$ cat src/rtl/ov_fifo_reader.sv
// Reads one RGB565 frame out of an AL422 FIFO for one of two arbitrated consumers,
// then hands the FIFO back to the write side through the frame_read handshake.
module ov_fifo_reader #(
   parameter int H_PIX     = 320,
   parameter int V_LINES   = 240,
   parameter int RRST_CLKS = 2
) (
   input  logic        clk_25MHz,
   input  logic        rst_n,
   input  logic        new_frame,
   output logic        frame_read,
   output logic        rrst,
   output logic        oe,
   output logic        rclk,
   input  logic [7:0]  fifo_d,
   input  logic [1:0]  req,
   output logic [1:0]  grant,
   output logic [15:0] pixel,
   output logic        pix_valid,
   output logic [8:0]  pix_x,
   output logic [7:0]  pix_y,
   output logic        frame_done
);
   typedef enum logic [1:0] {IDLE, RRST, READ, DONE} state_t;

   localparam int RCW = $clog2(2*RRST_CLKS + 1);
   localparam logic [RCW-1:0] RC_LAST = RCW'(2*RRST_CLKS - 1);
   localparam logic [8:0] LAST_X = 9'(H_PIX - 1);
   localparam logic [7:0] LAST_Y = 8'(V_LINES - 1);

   state_t         state;
   logic           last_gnt;
   logic [RCW-1:0] rst_cnt;
   logic [1:0]     phase;
   logic [7:0]     hi_byte;
   logic [8:0]     nx;
   logic [7:0]     ny;
   logic           last_px;
   logic [1:0]     req_pick;
   logic           owner_lost;
   logic           at_last;

   always_comb begin
      req_pick = req;
      if (req == 2'b11)
         req_pick = last_gnt ? 2'b01 : 2'b10;
   end

   assign owner_lost = (req & grant) == 2'b00;
   assign at_last    = (nx == LAST_X) && (ny == LAST_Y);

   always_ff @(posedge clk_25MHz or negedge rst_n) begin
      if (!rst_n) begin
         state      <= IDLE;
         last_gnt   <= 1'b1;
         rst_cnt    <= '0;
         phase      <= '0;
         hi_byte    <= '0;
         nx         <= '0;
         ny         <= '0;
         last_px    <= 1'b0;
         frame_read <= 1'b1;
         rrst       <= 1'b1;
         oe         <= 1'b1;
         rclk       <= 1'b0;
         grant      <= 2'b00;
         pixel      <= '0;
         pix_valid  <= 1'b0;
         pix_x      <= '0;
         pix_y      <= '0;
         frame_done <= 1'b0;
      end else begin
         pix_valid  <= 1'b0;
         frame_done <= 1'b0;
         // Owner withdrew its request: release the FIFO without signalling completion.
         if ((state == RRST || state == READ) && owner_lost) begin
            state      <= DONE;
            frame_read <= 1'b1;
            rrst       <= 1'b1;
            oe         <= 1'b1;
            rclk       <= 1'b0;
            grant      <= 2'b00;
            pix_x      <= '0;
            pix_y      <= '0;
         end else begin
            case (state)
               IDLE: begin
                  if (new_frame && req != 2'b00) begin
                     state      <= RRST;
                     grant      <= req_pick;
                     last_gnt   <= req_pick[1];
                     frame_read <= 1'b0;
                     rrst       <= 1'b0;
                     oe         <= 1'b1;
                     rclk       <= 1'b1;
                     rst_cnt    <= '0;
                     nx         <= '0;
                     ny         <= '0;
                     last_px    <= 1'b0;
                  end
               end
               RRST: begin
                  if (rst_cnt == RC_LAST) begin
                     state <= READ;
                     rrst  <= 1'b1;
                     oe    <= 1'b0;
                     rclk  <= 1'b1;
                     phase <= 2'd0;
                  end else begin
                     rst_cnt <= rst_cnt + RCW'(1);
                     rclk    <= rst_cnt[0];
                  end
               end
               READ: begin
                  // Final strobe is on the outputs this cycle; finish without another read clock.
                  if (last_px) begin
                     state      <= DONE;
                     frame_done <= 1'b1;
                     frame_read <= 1'b1;
                     oe         <= 1'b1;
                     rclk       <= 1'b0;
                     grant      <= 2'b00;
                  end else begin
                     phase <= phase + 2'd1;
                     case (phase)
                        2'd0: rclk <= 1'b0;
                        2'd1: begin
                           rclk    <= 1'b1;
                           hi_byte <= fifo_d;
                        end
                        2'd2: rclk <= 1'b0;
                        2'd3: begin
                           pixel     <= {hi_byte, fifo_d};
                           pix_valid <= 1'b1;
                           pix_x     <= nx;
                           pix_y     <= ny;
                           last_px   <= at_last;
                           rclk      <= !at_last;
                           if (nx == LAST_X) begin
                              nx <= '0;
                              ny <= ny + 8'd1;
                           end else begin
                              nx <= nx + 9'd1;
                           end
                        end
                     endcase
                  end
               end
               DONE: begin
                  if (!new_frame)
                     state <= IDLE;
               end
            endcase
         end
      end
   end
endmodule

$ cat config.mk
export PLATFORM = sky130hd
export DESIGN_NAME = ov_fifo_reader
export DESIGN_NICKNAME = d
export VERILOG_FILES = /design/src/rtl/ov_fifo_reader.sv
export SDC_FILE = /design/constraint.sdc
export NUM_CORES = 1
export LEC_CHECK = 0
export BUFFER_PORTS_ARGS = -buffer_cell sky130_fd_sc_hd__buf_2
export CORE_MARGIN = 2
export CORE_UTILIZATION = 45
export DETAILED_ROUTE_END_ITERATION = 12
export HOLD_SLACK_MARGIN = 0.15
export PLACE_DENSITY = 0.67
export RECOVER_POWER = 100
export SLEW_MARGIN = 20
export SYNTH_ARGS = -nofsm -noshare
export SYNTH_HDL_FRONTEND = slang
export SYNTH_SLANG_ARGS = --single-unit
$ cat constraint.sdc
create_clock -name clk_25MHz -period 3.9 [get_ports clk_25MHz]
set_input_delay 0.195 -clock clk_25MHz [delete_from_list [all_inputs] [get_ports clk_25MHz]]
set_output_delay 0.195 -clock clk_25MHz [all_outputs]
set_load 0.02 [all_outputs]
# [Word-level counts from Yosys, hierarchy flattened]
# Cells that the tools add are included.
[op_classes] add_sub_neg=4 n_eq_ne=21 muxes=62 n_bitwise=3 reduce_logical=32
[op_table] cell="9-bit 2-to-1 mux" count=8
[op_table] cell="8-bit 2-to-1 mux" count=8
[op_table] cell="2-bit 2-to-1 mux" count=12
[op_table] cell="4-bit AND reduction" count=6
[op_table] cell="1-bit 2-to-1 mux" count=20
[op_table] cell="9-bit one-hot mux with 2 select lines" count=1
[op_table] cell="8-bit one-hot mux with 2 select lines" count=1
[op_table] cell="3-bit AND reduction" count=5
[op_table] cell="2-bit nonzero test" count=6
[op_table] cell="2-bit equality test, second input constant" count=5
[op_table] cell="9-bit by 1-bit adder with 9-bit output, second input constant" count=1
[op_table] cell="9-bit equality test, second input constant" count=1
[op_table] cell="1-bit one-hot mux with 3 select lines" count=3
[op_table] cell="8-bit by 1-bit adder with 8-bit output, second input constant" count=1
[op_table] cell="8-bit equality test, second input constant" count=1
[op_table] cell="2-bit by 1-bit inequality test with 1-bit output, second input constant" count=4
[op_table] cell="2-bit one-hot mux with 2 select lines" count=2
[op_table] cell="2-bit one-hot mux with 4 select lines" count=1
[op_table] cell="2-bit zero test" count=3
[op_table] cell="3-bit 2-to-1 mux" count=2
[op_table] cell="2-bit inequality test, second input constant" count=3
[op_table] cell="3-bit inequality test, second input constant" count=2
[op_table] cell="1-bit one-hot mux with 2 select lines" count=3
[op_table] cell="3-bit one-hot mux with 2 select lines" count=1
[op_table] cell="other kinds (17)" count=22
[totals] register_bits=75 input_bits=13 output_inout_bits=41 elab_cells=140

# [Depth between registers and ports, before layout]
[logic_depth] depth_word=7 mapped_depth=9 ltp_nobuf=7

# [Worst setup path before layout]
# Ideal clock, no wire load.
[synth_timing] kind="flip-flop to flip-flop" startpoint="register state[0]" endpoint="register ny[0]" setup_time_ps=125 t_arrival_ps=1821 setup_slack_ps=1955 path_stages_with_launch=9 path_buffers=2 synth_period_minus_slack_ps=1945 cell_sequence="dfrtp_1 > inv_1 > ha_1 > clkbuf_1 > nand2b_1 > a222oi_1 > buf_2 > nand2_1 > mux2_2"
[synth_via] elab_chain_len=5 word_cells_on_any_way=13
[synth_lines] element="start: declaration" line="31" rtl="state_t state;"
[synth_lines] element="start signal: assignment" line="54" rtl="state <= IDLE;"
[synth_lines] element="start signal: assignment" line="77" rtl="state <= DONE;"
[synth_lines] element="start signal: assignment" line="89" rtl="state <= RRST;"
[synth_lines] element="2-bit by 1-bit equality test with 1-bit output or 2-bit equality test (tied branches)" line="76, 86"
[synth_lines] element="1-bit logical OR" line="76" rtl="if ((state == RRST || state == READ) && owner_lost) begin"
[synth_lines] element="1-bit logical AND" line="76"
[synth_lines] element="1-bit NOT (no line)"
[synth_lines] element="6-bit AND reduction (no line)"
[synth_lines] element="end signal: assignment" line="141" rtl="ny <= ny + 8'd1;"
[synth_lines] element="end: declaration" line="37" rtl="logic [7:0] ny;"
# Several ways; a longest one is shown, not always the timed one.
# A chain may end at the register's enable or synchronous reset.

# [Final worst setup path]
[layout_timing] startpoint="register state[1]" endpoint="register pixel[9]"
[layout_via] elab_chain_len=5 word_cells_on_any_way=6
[layout_lines] element="2-bit by 1-bit equality test with 1-bit output or 2-bit equality test (tied branches)" line="76, 86"
[layout_lines] element="1-bit logical OR" line="76"
[layout_lines] element="1-bit logical AND" line="76"
[layout_lines] element="1-bit NOT (no line)"
[layout_lines] element="4-bit AND reduction (no line) (*)"
[layout_lines] element="end signal: assignment" line="133" rtl="pixel <= {hi_byte, fifo_d};"
[layout_lines] element="end: declaration" line="18" rtl="output logic [15:0] pixel,"
# Every way passes the cells marked *; elsewhere a longest branch is shown, timed or not.

==> metrics <==
status complete, but fails checks; failing checks max-capacitance violations, max-slew violations; main flop type after synthesis dfrtp_1; Psw around 890 uW; Multi-input gate area approximately 0.0015 mm^2; total number of vias about 2700; Critical Path End Type flop; die area around 0.0086 mm^2; first-pass GRT wire length 12490 um; WS Path Type flop to flop; Mapped Area about 0.0036 mm^2; share of cells above drive strength 1 16.10%; Area Growth Syn to Fin 16.48%; CTS buffer count 9; I/O pin count between 50 and 60; die height approximately 93 um; # clock sinks 75; # Post-CTS Setup Buffers 0; Final Setup Violations 0; top-count cell post-synth dfrtp_1; Root Driver clkbuf_8; Final Non-Filler Cells a little over 500; Internal Power 1.471 mW; combinational fraction of design power around 32%; dominant cell type by area after synthesis dfrtp_1; H-Tree Depth 3; share of the synthesized area in the top cell type about 50%; die width 92.86 um; FF+latch count, synth 75; CTS tree built; syn_nets 370; Final #Nets between 400 and 500; total core area approximately 0.0077 mm^2; Setup TNS Final 0 ns; crit path max fanout 27; relative slew slack -21.14%; Routed Antenna Nets 0; sequential-to-total area share from yosys stat a little over half; hold path cells 4; Post-Syn Instances roughly 340; standard-cell rows 32; dpl cells 484; Commonest cells post-synth dfrtp_1, nand2_1, a21oi_1, mux2_2, o21ai_0; number of synthesized flops with an enable pin 0; count of different cell masters after synthesis 38; GRT Util Overall 18.51%; reg-to-reg endpoint pixel[9]; syn_area_per_cell 10.33 um^2; proportion of power drawn by flip-flops and latches 41.3%; Clock Pin Slew Worst Setup and Hold Paths around 0.090 ns; fin crit period around 3 ns; Clock Skews roughly 0.010 ns; detailed router's first-iteration violation count between 100 and 150; worst reg2reg path startpoint state[1]; RSZ-0062 raised after global routing false; Synth area leaders dfrtp_1, mux2_2, nand2_1; Min-Delay Path Class input port to flop; clk buf depth 2; critical path data arrival time ~3.2 ns; DR vias/cell roughly 5.2; Port Buf Inserts 53; Initial Utilization 46.22%; fill cell count roughly 730; antenna violations before repair 0; Max-cap violations 1; Tcrit/Tclk final between 70% and 80%; Worst Setup EP pixel[9]; CP startpoint state[1]; Pwr Density approximately 570 mW/mm^2; required time worst endpoint around 4.2 ns; R2R depth 6; Storage cell area roughly 0.0019 mm^2; largest net degree at the start of global routing 76; highest clock rate 334.8 MHz; P_leak about 1.8 nW; Sw Ratio a little under two fifths; drt pass-1 iters 4; R2R setup slack 0.91 ns; vias in the first global route between 2000 and 3000; gp weighted congestion 0.9159; Fin. Hold Viols 0; drt drc 0; WL final 7293 um; number of diodes 0; Yosys warning count 0; drt wl/cell between 10 and 15 um; Max Slew Vio Count 76; Peak VDD IR about 0.32 mV; clock share of power a little over a quarter; Clk Latency, worst-skew pair between 0.3 and 0.4 ns; Async S/R FF share, synth between 90% and 100%; CP startpoint kind flop; DP HPWL 4888 um; worst slew pin tran around 1.8 ns; grt ovf 0
what timing repair did:
| item | in CTS | in global routing |
|---|---|---|
| gates resized for setup | 0 | 0 |
| hold endpoints to repair | 90 | 0 |
| endpoints found under the setup margin | 0 | 0 |
| hold buffers | 12 | 0 |
cell usage in the layout (no fill, tap or decap), types with 2 or more instances in the layout:
cell type and n:
nand2_1 65, a21oi_1 26, nand3b_1 3, ha_1 13
nor2_1 15, o21ai_0 24, clkbuf_8 9, mux2_2 26
o211ai_1 3, inv_1 6, and2_0 2, or2_2 3
nand2b_1 3, a22o_1 6, a31oi_1 4, and3_1 6
nand3_1 11, clkbuf_1 44, o31ai_1 5, xor2_1 6
dfrtp_1 71, buf_2 10, nand4_1 5, dfstp_2 4
inv_6 3, dlygate4sd3_1 12, nor2b_1 5, buf_4 2
o41ai_1 2
cell families after synthesis:
logic type               Yosys count  synth area share [%]
AND/OR/NAND/NOR                  125                 16.83
flip-flops                        75                 52.96
AO/OA/AOI/OAI                     74                 12.39
multiplexers                      26                 8.239
buffers and inverters             25                 3.521
adder cells (fa/ha/maj)           13                 4.578
XOR/XNOR                           6                 1.479
through the flow:
step / instance area, um^2 / util (%) / hold WS [ns] / setup slack [ns] / power (mW)
detailed placement: 3876 / 50.42 / 0.4030 / 1.186 / 1.741
global placement: 3876 / 50.42 / 0.3969 / 1.307 / 1.716
floorplan: 3553 / - / -0.1006 / 1.955 / 1.561
global route: 4139 / 53.84 / 0.3439 / 0.5952 / 2.528
CTS: 4204 / 54.69 / 0.2658 / 1.164 / 2.392
finish: 4139 / 53.84 / 0.2776 / 0.9130 / 2.363
worst min-delay path by stage:
| stage | startpoint | to | slack, ns |
|---|---|---|---|
| detailed placement | rst_n | pix_y[3] | 0.40 |
| global route | new_frame | state[0] | 0.34 |
| CTS | new_frame | state[0] | 0.27 |
| global placement | rst_n | pix_y[1] | 0.40 |
| floorplan | rst_n | frame_done | -0.10 |
| finish | new_frame | state[0] | 0.28 |
registers in the layout (all words and copies together), names as in the netlist, 2 cells and up:
register / flops
hi_byte: 8
phase: 2
nx: 9
state: 2
ny: 8
rst_cnt: 3
grant: 2
pixel: 16
pix_y: 8
pix_x: 9
power groups by stage:
stage	sequential [mW]	clock [mW]	combinational [mW]
after floorplan	1.00	0	0.559
after global placement	0.983	0	0.733
after detailed placement	0.987	0	0.754
after CTS	0.973	0.644	0.775
after global routing	0.991	0.679	0.858
final	0.976	0.629	0.758
worst max-delay path, stage by stage, from the launching register on:
cell and delay [ns]:
dfrtp_1 0.40, inv_1 0.10, ha_1 0.37, and2_0 1.12
nor2_1 0.27, buf_4 0.32, mux2_2 0.29
layout make-up:
type	count	share of cell area, %
clock buffers	9	2.993
clock inverters	7	2.025
inverters	6	0.5441
multi-input cells	244	37.30
flip-flops and latches	75	45.47
well taps	102	3.083
repair buffers	69	8.585
metal layers:
metal / vias up / GRT usage [%] / share of wire, % / wire, um
met3: 11 / 4.801 / 4.9 / 355
li1: 1323 / - / - / -
met2: 61 / 27.84 / 44 / 3201
met1: 1276 / 25.97 / 50 / 3621
met5: - / 0 / 0 / 0
met4: 0 / 6.618 / 1.6 / 114
(Power assumes the default switching activity.)
